File: config.mk
export PLATFORM = sky130hd
export DESIGN_NAME = mmu_out_deskew
export DESIGN_NICKNAME = d
export VERILOG_FILES = /design/src/rtl/mmu_out_deskew.sv
export SDC_FILE = /design/constraint.sdc
export NUM_CORES = 1
export LEC_CHECK = 0
export ABC_AREA = 1
export ABC_CLOCK_PERIOD_IN_PS = 10800
export CORE_MARGIN = 2
export CORE_UTILIZATION = 55
export DETAILED_ROUTE_END_ITERATION = 7
export PLACE_DENSITY = 0.77
export SYNTH_ARGS = -nofsm -noshare
export SYNTH_HDL_FRONTEND = slang
export SYNTH_SLANG_ARGS = --single-unit
File: constraint.sdc
create_clock -name clk -period 10.8 [get_ports clk]
set_input_delay 3.24 -clock clk [delete_from_list [all_inputs] [get_ports clk]]
set_output_delay 3.24 -clock clk [all_outputs]
set_load 0.05 [all_outputs]
File: src/rtl/mmu_out_deskew.sv
// Realigns skewed systolic-array column sums into whole rows and queues them in a small output FIFO.
// Optional row counter / out_last generation is enabled by defining MMU_DESKEW_ROWCNT_EN.
module mmu_out_deskew #(
   parameter int N      = 4,
   parameter int LANE_W = 32,
   parameter int ROWS   = 4,
   parameter int DEPTH  = 4
) (
   input  logic                  clk,
   input  logic                  reset,
   input  logic [N*LANE_W-1:0]   acc_out,
   input  logic                  in_valid,
   input  logic                  flush,
   output logic [N*LANE_W-1:0]   out_row,
   output logic                  out_valid,
   input  logic                  out_ready,
   output logic                  out_last,
   output logic                  ovf
);

   localparam int AW = $clog2(DEPTH);

   if (N < 1 || ROWS < 1 || DEPTH < 2 || (DEPTH & (DEPTH - 1)) != 0) begin : g_param_err
      $error("mmu_out_deskew: N, ROWS >= 1 and DEPTH a power of two >= 2 required");
   end

   logic [N*LANE_W-1:0] w_aligned;
   logic                w_vld_d;

   // Lane k lags lane 0 by k cycles, so it needs N-1-k stages to line up with lane N-1.
   for (genvar k = 0; k < N; k++) begin : g_lane
      localparam int D = N - 1 - k;
      if (D == 0) begin : g_direct
         assign w_aligned[k*LANE_W +: LANE_W] = acc_out[k*LANE_W +: LANE_W];
      end else begin : g_dly
         logic [LANE_W-1:0] r_sr [D];
         always_ff @(posedge clk) begin
            r_sr[0] <= acc_out[k*LANE_W +: LANE_W];
            for (int i = 1; i < D; i++) begin
               r_sr[i] <= r_sr[i-1];
            end
         end
         assign w_aligned[k*LANE_W +: LANE_W] = r_sr[D-1];
      end
   end

   if (N == 1) begin : g_vld_direct
      assign w_vld_d = in_valid;
   end else begin : g_vld_dly
      logic [N-2:0] r_vld;
      always_ff @(posedge clk or posedge reset) begin
         if (reset) begin
            r_vld <= '0;
         end else if (flush) begin
            r_vld <= '0;
         end else begin
            r_vld[0] <= in_valid;
            for (int i = 1; i < N - 1; i++) begin
               r_vld[i] <= r_vld[i-1];
            end
         end
      end
      assign w_vld_d = r_vld[N-2];
   end

   logic [N*LANE_W-1:0] r_mem [DEPTH];
   logic [AW-1:0]       r_wr_ptr;
   logic [AW-1:0]       r_rd_ptr;
   logic [AW:0]         r_count;
   logic                r_ovf;
   logic                w_full;
   logic                w_pop;
   logic                w_wr;
   logic                w_drop;

   assign w_full    = (r_count == (AW+1)'(DEPTH));
   assign out_valid = (r_count != '0);
   assign w_pop     = out_valid && out_ready;
   // A pop in the same cycle frees the slot, so a full FIFO can still take the row.
   assign w_wr      = w_vld_d && (!w_full || w_pop);
   assign w_drop    = w_vld_d && w_full && !w_pop;

   always_ff @(posedge clk) begin
      if (w_wr && !flush) begin
         r_mem[r_wr_ptr] <= w_aligned;
      end
   end

   always_ff @(posedge clk or posedge reset) begin
      if (reset) begin
         r_wr_ptr <= '0;
         r_rd_ptr <= '0;
         r_count  <= '0;
         r_ovf    <= 1'b0;
      end else if (flush) begin
         r_wr_ptr <= '0;
         r_rd_ptr <= '0;
         r_count  <= '0;
         r_ovf    <= 1'b0;
      end else begin
         if (w_wr) begin
            r_wr_ptr <= r_wr_ptr + AW'(1);
         end
         if (w_pop) begin
            r_rd_ptr <= r_rd_ptr + AW'(1);
         end
         if (w_wr && !w_pop) begin
            r_count <= r_count + (AW+1)'(1);
         end else if (w_pop && !w_wr) begin
            r_count <= r_count - (AW+1)'(1);
         end
         if (w_drop) begin
            r_ovf <= 1'b1;
         end
      end
   end

   // Gated so stale or uninitialised storage never shows while empty or in reset.
   assign out_row = out_valid ? r_mem[r_rd_ptr] : '0;
   assign ovf     = r_ovf;

`ifdef MMU_DESKEW_ROWCNT_EN
   localparam int RW = (ROWS > 1) ? $clog2(ROWS) : 1;

   logic [RW-1:0] r_row_cnt;
   logic          w_row_last;

   assign w_row_last = (r_row_cnt == RW'(ROWS - 1));

   always_ff @(posedge clk or posedge reset) begin
      if (reset) begin
         r_row_cnt <= '0;
      end else if (flush) begin
         r_row_cnt <= '0;
      end else if (w_pop) begin
         r_row_cnt <= w_row_last ? '0 : r_row_cnt + RW'(1);
      end
   end

   assign out_last = out_valid && w_row_last;
`else
   assign out_last = 1'b0;
`endif

endmodule
==> run_results.csv <==
group,metric,value,unit
run_status,status,"finished clean",
global_route,grt_pass1_vias,14300,
logic_synthesis,synthTopCellsByArea,"edfxtp_1 (63%), dfxtp_1 (16%), nor2_1 (8.0%)",
logic_synthesis,synth_cell_types,26,
sta,relSlewSlack,0.220,
global_route,antenna_found_initial,4,
critical_path,crit_fanout,68,
die,dieArea,45800,sq um
detailed_routing,via_per_inst,5.43,
clock_network,cts_post_setup_buffers_inserted,0,
logic_synthesis,synthArstFlopShare,0.0154,
clock_network,htree_num_levels,3,
detailed_routing,wl_met2,25700,microns
final_layout,drive_gt1_frac,0.0610,
detailed_routing,initialDrtViolationCount,1508,
detailed_routing,avgRoutedWirePerCell,19.1,microns
sta,whs,318,ps
logic_synthesis,synth-simple-area-share,0.0853,
sta,setup-violations-final,0,
placed_design,dp_slack,3910,ps
clock_network,cts.sinks,715,
logic_synthesis,synth_edf_count,512,
logic_synthesis,yosysTopAreaCell,"edfxtp_1",
power_and_ir_drop,p_sw,2.92,mW
detailed_routing,met3_length,3560,microns
clock_network,cts_inserted_buffers,69,
final_layout,final_core_util,0.678,
die,start_util,0.560,
placed_design,dp_cells,2539,
placed_design,port_buffers,262,
logic_synthesis,synthAdderAreaFrac,0.00289,
logic_synthesis,synth_most_common_cell,"nor2_1",
logic_synthesis,ys_seq_elements,715,
power_and_ir_drop,p_leak,10.2,nW
worst_hold_path,hold_start,"g_lane[1].g_dly.r_sr[0][26]$_DFF_P_",
logic_synthesis,synth_mux_area_frac,0,
clock_network,hold_buffers,0,
sta,fin_setup_tns,0,ps
critical_path,path_cells,"inv_4 > buf_4 > nor2_1 > o21ai_0 > a21oi_1 > clkdlybuf4s50_1",
final_layout,syn2layout_area_growth,21.2,%
sta,period_share,0.693,
die,ioPinCount,264,
clock_network,cts.path.max_buffers,3,
detailed_routing,totalWireLength,50800,microns
logic_synthesis,synthCells,1779,
sta,final_max_slew_viol_count,0,
critical_path,cp-end-kind,"output pin",
logic_synthesis,yosysTopAreaCellShare,0.634,
logic_synthesis,synth_top_family_by_area,"simple AND/OR/NAND/NOR gates",
logic_synthesis,synth_nets,1917,
logic_synthesis,synth-xor-area-share,0,
sta,hold_viol_final,0,
sta,rsz0062_at_grt,"false",
power_and_ir_drop,switching_share,0.365,
die,design.core.area,43400,sq um
sta,fmax,0.134,GHz
detailed_routing,vias,14500,
power_and_ir_drop,p_per_area,272,nW/um^2
sta,final.min_clock_period,7480,ps
logic_synthesis,yosysWarnings,0,
logic_synthesis,synth_ff_type,"edfxtp_1",
critical_path,reg2reg_slack,7620,ps
global_route,grt_max_degree,208,
final_layout,antenna-diode-count,0,
final_layout,nets,2163,
detailed_routing,wl_met1,20300,microns
global_route,overflow,0,
critical_path,crit_slowest_cell,"dfrtp_4",
logic_synthesis,synth_commonest_cells,"nor2_1 (519), edfxtp_1 (512), o21ai_1 (193)",
sta,finClkSkew,13.6,ps
power_and_ir_drop,internal_power,5.08,mW
placed_design,place_hpwl,27100,microns
clock_network,cts_resized,0,
clock_network,clk_pin_slew,60,ps
global_route,grt_pass1_wl,77300,microns
critical_path,cp_slowest_stage_delay,1000,ps
die,row_count,76,
worst_hold_path,hold_class,"reg -> reg",
power_and_ir_drop,p_clk_frac,0.288,
critical_path,critPathLaunchType,"flop",
logic_synthesis,synth-compound-area-share,0.0811,
clock_network,cts_root_buf,"clkbuf_16",
die,die_y,214,microns
power_and_ir_drop,seq_power_share,0.382,
logic_synthesis,synth-seq-area-share,0.803,
detailed_routing,postRouteAntennaNets,0,
critical_path,ff2ff_path_depth,4,
detailed_routing,firstDrtPassIters,5,
critical_path,setup.worst_path.class,"reg -> out",
run,drv_cap,0,
worst_hold_path,min_to,"g_lane[1].g_dly.r_sr[0][58]$_DFF_P_",
clock_network,clock_latency,590,ps
final_layout,final_cells,2666,
power_and_ir_drop,comb_power_share,0.330,
sta,worstMarginPinSlew,1170,ps
detailed_routing,highest_layer,"met5",
worst_hold_path,hold_depth,0,
logic_synthesis,syn_area_per_cell,13.6,sq um
global_route,gr-usage-all-layers,0.217,
clock_network,cts_tree,"built",
detailed_routing,detail_route.drc_violations,0,
die,die_x,214,microns
placed_design,finalWeightedCongestion,0.766,
critical_path,r2r-start,"r_count[2]$_DFFE_PP0P_",
critical_path,crit_arrival,4240,ps
critical_path,worstPathRequired,7560,ps
sta,setup_slack,3320,ps
critical_path,reg2reg_to,"r_mem[2][50]$_DFFE_PP_",
logic_synthesis,syn_area,24300,sq um
power_and_ir_drop,ir_drop,199,uV
-- worst max-delay path by stage --
| stage | endpoint | slack, ps | start |
|---|---|---|---|
| floorplan | r_mem[0][0]$_DFFE_PP_ | 1250 | out_ready |
| detailed placement | out_row[73] | 3910 | r_rd_ptr[1]$_DFFE_PP0P_ |
| CTS | out_row[73] | 3280 | r_rd_ptr[1]$_DFFE_PP0P_ |
| global route | out_row[81] | 3140 | r_rd_ptr[0]$_DFFE_PP0P_ |
| global placement | out_row[73] | 3910 | r_rd_ptr[1]$_DFFE_PP0P_ |
| finish | out_row[36] | 3320 | r_rd_ptr[1]$_DFFE_PP0P_ |
-- kinds of logic (layout without fill, tap and decap cells) --
| group | count (synthesis) | in the layout |
|---|---|---|
| DFF | 715 | 715 |
| AOI/OAI and AO/OA | 393 | 393 |
| buffers and inverters | 122 | 424 |
| adders and majority gates | 5 | 5 |
| and+or+nand+nor | 543 | 543 |
| other | 1 | 1 |
-- stage by stage --
stage | instance area, sq um | power, mW
6_report | 29400 | 8.00
4_1_cts | 29400 | 8.05
5_1_grt | 29400 | 8.28
2_1_floorplan | 24300 | 4.89
3_5_place_dp | 27200 | 5.75
3_3_place_gp | 27200 | 5.72
-- sequential cells by signal, summed over array words and instances (netlist names) --
signal             cells
g_vld_dly.r_vld        3
r_wr_ptr               2
r_rd_ptr               2
r_count                3
r_mem                512
g_lane.g_dly.r_sr    192
ovf                    1
-- critical path, delay by kind of cell, from the launching register on --
kind	cells	cell delay, ps
and+or+nand+nor	1	190
DFF	1	1000
buffers and inverters	3	1950
AOI/OAI and AO/OA	2	440
-- cell usage in the layout, fill, tap and decap left out, drive strengths merged, types with 10 or more instances in the layout --
cell type / count
nor2: 520
o21ai: 260
nand2: 10
clkinv: 19
edfxtp: 512
inv: 27
clkdlybuf4s50: 262
buf: 13
a21oi: 132
clkbuf: 102
dfxtp: 192
dfrtp: 11
-- layout make-up --
class | count | area, sq um
Clock buffer | 102 | 2050
Clock inverter | 25 | 158
Fill cell | 2950 | 13900
Inverter | 22 | 95.1
Multi-Input combinational cell | 942 | 4140
Sequential cell | 715 | 19500
Tap cell | 585 | 732
Timing Repair Buffer | 275 | 2730
-- power groups by stage --
stage	Clock, mW	Sequential (mW)	Combinational, mW
3_3_place_gp	0	3.11	2.61
2_1_floorplan	0	3.07	1.83
4_1_cts	2.34	3.06	2.65
5_1_grt	2.45	3.06	2.76
6_report	2.31	3.06	2.64
3_5_place_dp	0	3.11	2.63
-- layer usage --
| metal | track usage | vias to the layer above |
|---|---|---|
| met5 | 0 | - |
| met4 | 0.0859 | 8 |
| met3 | 0.0465 | 85 |
| met2 | 0.370 | 562 |
| met1 | 0.273 | 7098 |
| li1 | - | 6729 |
(Power assumes the default switching activity.)
